--- src/rtl/tx_24bits.sv ---
// tx_24bits: framed serial transmitter for the header-plus-three-byte link.
// Each accepted 20-bit payload is packed into three bytes with guard zeros.
// The packed bytes follow an 0xFF sync byte. All four bytes are sent as
// 8N1 UART, LSB first, using a built-in baud counter.
// Build option: define TX_DOUBLE_STOP_EN to end every byte with two stop bits.
module tx_24bits #(
    parameter int CLK_HZ = 100_000_000,
    parameter int BAUD   = 9600
) (
    input  logic        CLK,
    input  logic        RST,
    input  logic        tx_start,
    input  logic [19:0] tx_data,
    output logic        tx,
    output logic        tx_busy,
    output logic        tx_done
);

    localparam int CPB   = CLK_HZ / BAUD;
    localparam int CNT_W = (CPB > 1) ? $clog2(CPB) : 1;

`ifdef TX_DOUBLE_STOP_EN
    localparam int NSTOP = 2;
`else
    localparam int NSTOP = 1;
`endif

    localparam logic [1:0] S_IDLE  = 2'd0;
    localparam logic [1:0] S_START = 2'd1;
    localparam logic [1:0] S_DATA  = 2'd2;
    localparam logic [1:0] S_STOP  = 2'd3;

    logic [1:0]       state;
    logic [CNT_W-1:0] baud_cnt;
    logic [2:0]       bit_idx;
    logic [1:0]       byte_idx;
    logic             stop_idx;
    logic [23:0]      word;
    logic [7:0]       shreg;
    logic             bit_end;
    logic             stop_last;

    assign bit_end   = (baud_cnt == CNT_W'(CPB - 1));
    assign stop_last = (stop_idx == 1'(NSTOP - 1));

    // Guard zeros at W[16], W[12:11] and W[0] keep every payload byte below 0xFF
    function automatic logic [23:0] pack_word(input logic [19:0] d);
        return {d[19:13], 1'b0, d[12:10], 2'b00, d[9:0], 1'b0};
    endfunction

    // Payload byte that follows byte index idx (0 = sync byte just sent)
    function automatic logic [7:0] next_byte(input logic [23:0] w, input logic [1:0] idx);
        case (idx)
            2'd0:    return w[23:16];
            2'd1:    return w[15:8];
            default: return w[7:0];
        endcase
    endfunction

    // Frame sequencer: sync byte plus three payload bytes, bit timing from baud_cnt
    always_ff @(posedge CLK or posedge RST) begin
        if (RST) begin
            state    <= S_IDLE;
            baud_cnt <= '0;
            bit_idx  <= '0;
            byte_idx <= '0;
            stop_idx <= 1'b0;
            word     <= '0;
            shreg    <= '0;
            tx       <= 1'b1;
            tx_busy  <= 1'b0;
            tx_done  <= 1'b0;
        end else begin
            tx_done <= 1'b0;
            case (state)
                S_IDLE: begin
                    baud_cnt <= '0;
                    if (tx_start) begin
                        state    <= S_START;
                        word     <= pack_word(tx_data);
                        shreg    <= 8'hFF;
                        byte_idx <= '0;
                        tx       <= 1'b0;
                        tx_busy  <= 1'b1;
                    end
                end
                S_START: begin
                    if (bit_end) begin
                        baud_cnt <= '0;
                        state    <= S_DATA;
                        bit_idx  <= '0;
                        tx       <= shreg[0];
                        shreg    <= {1'b0, shreg[7:1]};
                    end else begin
                        baud_cnt <= baud_cnt + 1'b1;
                    end
                end
                S_DATA: begin
                    if (bit_end) begin
                        baud_cnt <= '0;
                        if (bit_idx == 3'd7) begin
                            state    <= S_STOP;
                            stop_idx <= 1'b0;
                            tx       <= 1'b1;
                        end else begin
                            bit_idx <= bit_idx + 1'b1;
                            tx      <= shreg[0];
                            shreg   <= {1'b0, shreg[7:1]};
                        end
                    end else begin
                        baud_cnt <= baud_cnt + 1'b1;
                    end
                end
                S_STOP: begin
                    if (bit_end) begin
                        baud_cnt <= '0;
                        if (!stop_last) begin
                            stop_idx <= stop_idx + 1'b1;
                        end else if (byte_idx != 2'd3) begin
                            byte_idx <= byte_idx + 1'b1;
                            shreg    <= next_byte(word, byte_idx);
                            state    <= S_START;
                            tx       <= 1'b0;
                        end else begin
                            tx_done <= 1'b1;
                            // A held request restarts on the same edge so frames run back-to-back
                            if (tx_start) begin
                                state    <= S_START;
                                word     <= pack_word(tx_data);
                                shreg    <= 8'hFF;
                                byte_idx <= '0;
                                tx       <= 1'b0;
                            end else begin
                                state    <= S_IDLE;
                                byte_idx <= '0;
                                tx       <= 1'b1;
                                tx_busy  <= 1'b0;
                            end
                        end
                    end else begin
                        baud_cnt <= baud_cnt + 1'b1;
                    end
                end
                default: state <= S_IDLE;
            endcase
        end
    end

endmodule

--- config.mk ---
export PLATFORM = sky130hd
export DESIGN_NAME = tx_24bits
export DESIGN_NICKNAME = d
export VERILOG_FILES = /design/src/rtl/tx_24bits.sv
export SDC_FILE = /design/constraint.sdc
export NUM_CORES = 1
export LEC_CHECK = 0
export ABC_AREA = 0
export BUFFER_PORTS_ARGS = -buffer_cell sky130_fd_sc_hd__buf_4
export CAP_MARGIN = 10
export CORE_MARGIN = 5
export CORE_UTILIZATION = 50
export DETAILED_ROUTE_END_ITERATION = 6
export GPL_TIMING_DRIVEN = 0
export PLACE_DENSITY = 0.71
export SETUP_SLACK_MARGIN = 0.3
export SLEW_MARGIN = 20
export SYNTH_ARGS = -nofsm -noshare
export SYNTH_HDL_FRONTEND = slang
export SYNTH_SLANG_ARGS = --single-unit
--- constraint.sdc ---
create_clock -name CLK -period 2.1 [get_ports CLK]
set_clock_uncertainty 0.2 [all_clocks]
set_input_delay 0.42 -clock CLK [delete_from_list [all_inputs] [get_ports CLK]]
set_output_delay 0.42 -clock CLK [all_outputs]
set_load 0.01 [all_outputs]
# --- After elaboration in Yosys (flattened, before gate mapping) ---
# Index checks and enable logic that the tools add are counted.
op_classes:
  n_addsub: 4
  n_eq_ne: 16
  n_mux: 58
  reduce_logical: 14
op_table:
  columns: ["op", "n"]
  rows:
  - ["$mux W24", 4]
  - ["$mux W8", 7]
  - ["$pmux W24 S2", 1]
  - ["$pmux W8 S4", 1]
  - ["$pmux W14 S2", 1]
  - ["$mux W1", 23]
  - ["$mux W2", 10]
  - ["$ne A2 B2 Y1 const B", 10]
  - ["$pmux W8 S2", 1]
  - ["$reduce_and A4 Y1", 4]
  - ["$add A14 B1 Y14 const B", 1]
  - ["$eq A14 B14 Y1 const B", 1]
  - ["$mux W14", 1]
  - ["$reduce_and A6 Y1", 2]
  - ["$reduce_and A5 Y1", 2]
  - ["$mux W3", 3]
  - ["$pmux W2 S4", 1]
  - ["$pmux W3 S2", 1]
  - ["$reduce_bool A2 Y1", 3]
  - ["$eq A2 B1 Y1 const B", 2]
  - ["$eq A2 B2 Y1 const B", 2]
  - ["$logic_not A2 Y1", 2]
  - ["$pmux W1 S2", 2]
  - ["$pmux W1 S4", 1]
  - ["6 further kinds", 6]
totals:
  ff_bits: 57
  inputBits: 23
  output_inout_bits: 3
  wordCells: 102

# --- Depth between registers and ports, before layout ---
# Gate-level depths: netlist of the first run.
depth:
  ltp_word: 6
  ltp_mapped: 8
  ltp_nobuf: 6

# --- Worst setup path after synthesis of the first run ---
# No wires, ideal clock.
synth_timing:
  kind: "register to register"
  startpoint: "register state[0]"
  endpoint: "register shreg[1]"
  setup_ns: 0.104
  arrival_ns: 1.754
  required_time_ns: 1.796
  slack_ns: 0.042
  stages_incl_launch_ff: 8
  path_buffers: 1
  synth_period_minus_slack_ns: 2.058
  cell_sequence: "dfrtp_1 > inv_1 > ha_1 > buf_2 > or3b_2 > a211oi_1 > a21oi_1 > a221oi_1"
synth_via:
  elab_chain_cells: 3
  elab_cells_between_ends: 11
synth_lines:
  columns: ["element", "line", "rtl"]
  rows:
  - ["start, declared", "33", "logic [1:0] state;"]
  - ["start signal, assigned", "63", "state <= S_IDLE;"]
  - ["start signal, assigned", "79", "state <= S_START;"]
  - ["start signal, assigned", "90", "state <= S_DATA;"]
  - ["$eq A2 B2 Y1 or $eq A2 B1 Y1 (tied branches)", "75", "case (state)"]
  - ["$ne A2 B2 Y1 (no line)", null, null]
  - ["$reduce_and A5 Y1 (no line)", null, null]
  - ["end signal, assigned", "93", "shreg <= {1'b0, shreg[7:1]};"]
  - ["end signal, assigned", "108", "shreg <= {1'b0, shreg[7:1]};"]
  - ["end signal, assigned", "121", "shreg <= next_byte(word, byte_idx);"]
  - ["end, declared", "39", "logic [7:0] shreg;"]
# Several ways; a longest one is shown, not always the timed one.
# A chain may end at the register's enable or synchronous reset.

# --- Final worst setup path of the first run ---
layout_timing:
  startpoint: "register state[0]"
  endpoint: "register shreg[2]"
# The elaborated chain is that of the path after synthesis.

==> impl_metrics.py, run 1 <==
metrics = {
    "setup_path": {
        "crit_slowest_cell": "or3b_4",
        "endpoint_kind": "flop",
        "crit_path_cell_trace": "buf_4, ha_4, or3b_4, a211oi_4, a21oi_2, a221oi_2",
        "cp_max_fo": 4,
        "cp.buffers_inverters": 1,
        "crit_arrival_ps": 2170,
        "worst_path_dominant_cell_family": "compound AO/OA/AOI/OAI gates",
        "max_stage_delay_ps": 430,
        "crit_type": "flop to flop",
        "required_ps": 2130,
        "start_kind": "flop",
    },
    "global_route": {
        "grt_pass1_wl_um": 16770,
        "overflow": 0,
        "antenna_found_initial": 0,
        "grt_max_degree": 32,
        "track_usage_pct": 24.79,
        "grt_pass1_vias": 3305,
    },
    "power": {
        "ir_worst_vdd_mv": 0.3228,
        "leakage_nw": 2.001,
        "power.total_mw": 1.776,
        "power_per_cell_area_nw_per_um2": 354.9,
    },
    "synth": {
        "synth_compound_area_share_pct": 22.60,
        "synth_edf_count": 0,
        "synth-simple-area-share_pct": 23.25,
        "synthFlopType": "dfrtp_1",
        "syn_nets": 403,
        "syn_inst": 368,
        "syn_avg_cell_area_um2": 8.905,
        "syn-cell-area_um2": 3277,
        "synthMuxAreaShare_pct": 0.9927,
        "ys_warn_count": 0,
        "synth_top_family_by_area": "simple AND/OR/NAND/NOR gates",
        "ys_ff_latch": 52,
        "ys_seq_area_share_pct": 39.75,
        "synth_cell_types": 52,
        "synth-xor-area-share_pct": 2.405,
        "synth_fa_ha_area_share_pct": 4.582,
        "synth-async-reset-ratio_pct": 100.0,
    },
    "timing": {
        "hold_violations": 0,
        "period_share_pct": 101.8,
        "period_needed_ps": 2139,
        "maxSlewViolCount": 0,
        "finalSetupViolCount": 2,
        "rsz0062_at_grt": "yes",
        "worst_pin_slew_ps": 553.8,
        "timing.final.ws_setup_ps": -38.69,
        "max_slew_margin_pct": 63.08,
        "timing.fmax_mhz": 467.6,
        "timing.setup.tns_ps": -76.81,
    },
    "floorplan": {
        "dieWidth_um": 90.96,
        "die_area_um2": 8273,
        "start_util_pct": 51.61,
        "chipHeight_um": 90.96,
        "ios": 26,
        "rows": 29,
        "core_um2": 6350,
    },
    "run_status": {
        "status": "complete, but fails checks",
        "violations": "setup timing",
    },
    "clocking": {
        "clockBufferDepth": 2,
        "cts_made_buffers": 5,
        "clk_latency_ps": 330,
        "h-tree-depth": 2,
        "cts-root-buf": "clkbuf_8",
        "cts_tree": "yes",
        "clock_sinks": 52,
        "clk_pin_slew_worst_paths_ps": 110,
    },
    "placed_design": {
        "io_buffers": 24,
        "hpwl_um": 6028,
        "placed_cells": 471,
        "gp_congestion": 0.8692,
    },
    "final_layout": {
        "instances_no_fill": 540,
        "diodes": 0,
        "num-nets-final": 497,
        "layout-drive-gt1-share_pct": 44.28,
        "area_delta_synth_final_pct": 52.73,
    },
    "drt": {
        "dr.pass1.iters": 5,
        "dr.first_iter.drc_count": 337,
        "post_drt_wl_per_cell_um": 23.03,
        "avgViaCountPerCell": 6.661,
        "drcViolationCount": 0,
        "routed_wl_um": 12440,
        "antenna_left": 0,
        "vias": 3597,
    },
    "hold_path": {
        "hold_path.class": "input pin to flop",
    },
    "flow_run": {
        "cap_violations": 0,
    },
}
-- worst min-delay path, cell delays in order --
cell      delay (ps)
buf_4             80
a31oi_1           70
o211ai_1          70
-- through the flow --
step	area [µm²]	hold WS (ps)	util [%]	setup WS, ps
after global placement	3620	272.8	57.00	-156.2
after CTS	4408	146.8	69.42	0.5775
after global routing	5005	165.0	78.82	-159.2
final	5005	154.5	78.82	-38.69
after floorplan	3343	249.4	-	189.0
after detailed placement	3667	119.2	57.75	-148.1
-- final timing paths --
| check | start | to | slack [ps] | cells past startpoint |
|---|---|---|---|---|
| min in group asynchronous | RST | word[9]$_DFFE_PP0P_ | 320 | 3 |
| worst min register to register | shreg[7]$_DFFE_PP0P_ | shreg[7]$_DFFE_PP0P_ | 340 | 2 |
| worst max-delay path | state[0]$_DFFE_PP0P_ | shreg[2]$_DFFE_PP0P_ | -40 | 6 |
| max in group asynchronous | RST | word[20]$_DFFE_PP0P_ | 810 | 5 |
| worst max register to register | state[0]$_DFFE_PP0P_ | shreg[2]$_DFFE_PP0P_ | -40 | 6 |
| worst min-delay path | tx_data[0] | word[1]$_DFFE_PP0P_ | 150 | 3 |
-- cells in the mapped netlist (all sizes together) (12+ instances only) --
cell	number	area, µm²
ha	12	150.1
nor2b	26	162.7
a31oi	22	137.6
nand4	24	150.1
o21ai	19	95.09
dfrtp	51	1276
nand2	33	123.9
clkbuf	14	52.55
buf	12	86.33
inv	19	71.32
nor2	19	71.32
o211ai	22	165.2
-- cell usage in the layout, fill, tap and decap left out, types with 5 or more instances in the layout --
master    instances
nor2_1            7
a31oi_1          21
o211ai_1         22
o21ai_0           6
buf_4            61
xor2_1            8
clkbuf_1          5
nand4_1          24
o21ai_1           7
inv_1            13
nor2_4           12
clkbuf_8          7
buf_12            5
nor2b_1          24
a221oi_2          6
ha_4              7
buf_6            25
dfrtp_1          50
nand2_1          30
-- state kept, by name, indices dropped and copies added, names as in the netlist --
| name | flops |
|---|---|
| word | 20 |
| baud_cnt | 14 |
| shreg | 8 |
| bit_idx | 3 |
| byte_idx | 2 |
| state | 2 |
| tx | 1 |
| tx_busy | 1 |
| tx_done | 1 |
-- cells by family (layout without fill, tap and decap cells) --
kind of cell,count (synthesis),in the layout
flip-flops,52,52
buffers and inverters,45,140
multiplexers,3,3
XOR/XNOR,9,9
AO/OA/AOI/OAI,106,106
adder cells (fa/ha/maj),12,12
AND/OR/NAND/NOR,141,141
-- what timing repair did --
action | CTS | global route
gates cloned | 4 | 1
pin swaps | 21 | 61
hold buffers | 1 | 0
endpoints found under the setup margin | 51 | 50
resized for setup | 84 | 88
hold endpoints to repair | 31 | 0
buffers inserted | 30 | 25
-- power by group --
part | internal, mW | total, mW | switching (mW)
sequential | 1.00 | 1.00 | 0.000624
clock | 0.240 | 0.626 | 0.386
combinational | 0.0620 | 0.148 | 0.0860
total | 1.30 | 1.78 | 0.472
-- per-layer routing --
layer	GRT usage [%]	vias up	share of wire, %
met5	0	-	0
met4	9.169	0	3.2
met3	3.967	45	7.7
met2	40.69	211	49
met1	33.07	1790	40
li1	-	1551	-
-- area by class of cell --
class                      count  area, µm²
fill                         317       1345
buffer                        26      240.2
clock buffer                   5      68.82
multi-input combinational    271       2336
sequential                    52       1304
clock inverter                 3      22.52
inverter                      19      78.83
timing repair buffer          87      858.3
tap                           77      96.34
Power figures use the tool's default switching activity.
==> run 2, diff against run 1 <==
==> constraint.sdc (replaced) <==
create_clock -name CLK -period 2.1 [get_ports CLK]
set_clock_uncertainty 0.2 [all_clocks]
set_input_delay 0.525 -clock CLK [delete_from_list [all_inputs] [get_ports CLK]]
set_output_delay 0.525 -clock CLK [all_outputs]
set_load 0.01 [all_outputs]
==> run 2 against run 1 <==
  * The flow still finishes with violations (setup timing)
  * Core utilization fell by 6.5 points
  * Highest routed layer unchanged
  * Worst setup slack got worse by 7.7 ps
  * Routed wire length fell by 15%
  * Global-route usage fell by 0.59 points
  * Power fell by 0.56%
  * Sequential share of layout area rose by 2.4 points
  * Critical path depth rose by 1
  * Largest cell class unchanged
  * Clock power rose by 1%
==> impl_metrics.py, run 2 (synthesis results as in run 1) <==
metrics = {
    "setup_path": {
        "start_kind": "flop",
        "required_ps": 2130,
        "crit_arrival_ps": 2170,
        "endpoint_kind": "flop",
        "crit_type": "flop to flop",
        "cp_max_fo": 4,
    },
    "placed_design": {
        "io_buffers": 24,
        "place_area_um2": 3649,
        "gp_congestion": 0.7998,
        "hpwl_um": 6184,
    },
    "floorplan": {
        "dieWidth_um": 90.96,
        "start_util_pct": 51.61,
        "core_um2": 6350,
        "die_area_um2": 8273,
        "chipHeight_um": 90.96,
        "rows": 29,
        "ios": 26,
    },
    "drt": {
        "dr.pass1.iters": 5,
        "met2_length_um": 5258,
        "routed_wl_um": 10580,
        "top_layer": "met4",
        "drcViolationCount": 0,
        "avgViaCountPerCell": 6.535,
        "vias": 3359,
        "antenna_left": 0,
        "dr.first_iter.drc_count": 240,
        "post_drt_wl_per_cell_um": 20.59,
        "route.met3.wl_um": 744,
        "wl_met1_um": 4215,
    },
    "final_layout": {
        "num-nets-final": 471,
        "final_area_um2": 4593,
        "top_register": "word",
        "largest_reg_flops": 20,
        "area_delta_synth_final_pct": 40.17,
        "top_regs": "word: 20 flops, baud_cnt: 14 flops, shreg: 8 flops",
        "final_common_cell": "dfrtp_1",
        "fill_cells": 403,
        "final_cell_mix": "dfrtp_1 (48), buf_4 (43), nand2_1 (32), nor2b_1 (25), nand4_1 (24)",
        "layout-drive-gt1-share_pct": 39.36,
        "utilization_pct": 72.34,
        "diodes": 0,
    },
    "clocking": {
        "ctsHoldBuffers": 0,
        "cts_made_buffers": 5,
        "h-tree-depth": 2,
        "clockBufferDepth": 2,
        "clock_sinks": 52,
        "cts-root-buf": "clkbuf_8",
        "cts_tree": "yes",
        "clk_latency_ps": 310,
        "clk_pin_slew_worst_paths_ps": 100,
    },
    "power": {
        "leakage_nw": 1.825,
        "ir_worst_vdd_mv": 0.2891,
        "power.total_mw": 1.766,
        "power_per_cell_area_nw_per_um2": 384.5,
    },
    "global_route": {
        "track_usage_pct": 24.19,
        "grt_pass1_wl_um": 16570,
        "overflow": 0,
        "grt_max_degree": 32,
        "antenna_found_initial": 0,
        "grt_pass1_vias": 3223,
    },
    "timing": {
        "period_needed_ps": 2146,
        "worst_pin_slew_ps": 724.5,
        "hold_violations": 0,
        "rsz0062_at_grt": "yes",
        "timing.final.ws_setup_ps": -46.35,
        "max_slew_margin_pct": 51.60,
        "maxSlewViolCount": 0,
        "period_share_pct": 102.2,
        "finalSetupViolCount": 1,
        "timing.fmax_mhz": 465.9,
    },
    "flow_run": {
        "cap_violations": 0,
    },
    "run_status": {
        "status": "complete, but fails checks",
        "violations": "setup timing",
    },
    "hold_path": {
        "hold_path.class": "input pin to async pin",
    },
}
## run 2: what timing repair did
item | CTS | global route
gates cloned | 4 | 1
resized for setup | 81 | 58
endpoints found under the setup margin | 51 | 51
setup buffers | 22 | 9
hold endpoints to repair | 0 | 0
pin swaps | 27 | 44
## run 2: layer usage
layer,vias up,track usage (%)
li1,1502,-
met1,1647,33.02
met2,171,40.20
met3,39,3.306
met4,0,6.968
met5,-,0
## run 2: per-stage QoR
step                hold WS, ps  cells  setup slack, ps  setup TNS [ps]
floorplan                 249.4    368            181.7               0
global placement          273.7    469           -285.3           -5547
detailed placement        285.8    470           -270.4           -5958
CTS                       144.5    504            25.35               0
global route              170.4    514           -84.52          -309.0
finish                    119.0    514           -46.35          -46.35
## run 2: layout make-up
class	instances	area [µm²]	area share [%]
multi-input cells	271	2173	47.32
flip-flops and latches	52	1306	28.44
repair buffers	61	616.8	13.43
plain buffers	26	222.7	4.849
well taps	77	96.34	2.098
clock buffers	6	82.58	1.798
inverters	19	80.08	1.743
clock inverters	2	15.01	0.3269
## run 2: final timing paths
kind	endpoint	cells after the start	startpoint	slack (ps)
max	shreg[1]$_DFFE_PP0P_	7	state[0]$_DFFE_PP0P_	-50
min	state[1]$_DFFE_PP0P_	2	RST	120
max reg2reg	shreg[1]$_DFFE_PP0P_	7	state[0]$_DFFE_PP0P_	-50
min reg2reg	shreg[7]$_DFFE_PP0P_	2	shreg[7]$_DFFE_PP0P_	340
max in group asynchronous	word[20]$_DFFE_PP0P_	3	RST	1050
min in group CLK	word[13]$_DFFE_PP0P_	3	tx_data[10]	270
## run 2: where the power goes
group	total, mW	internal, mW	switching, mW
combinational	0.132	0.0554	0.0766
sequential	1.00	1.00	0.000685
clock	0.632	0.268	0.364
total	1.77	1.33	0.441
## run 2: critical path, cell delays in order, from the launching register on
cell and delay [ps]:
dfrtp_2 440, inv_4 80, ha_4 180, buf_8 110, or3b_4 410, a211oi_4 320
a21oi_2 70, a221oi_2 250
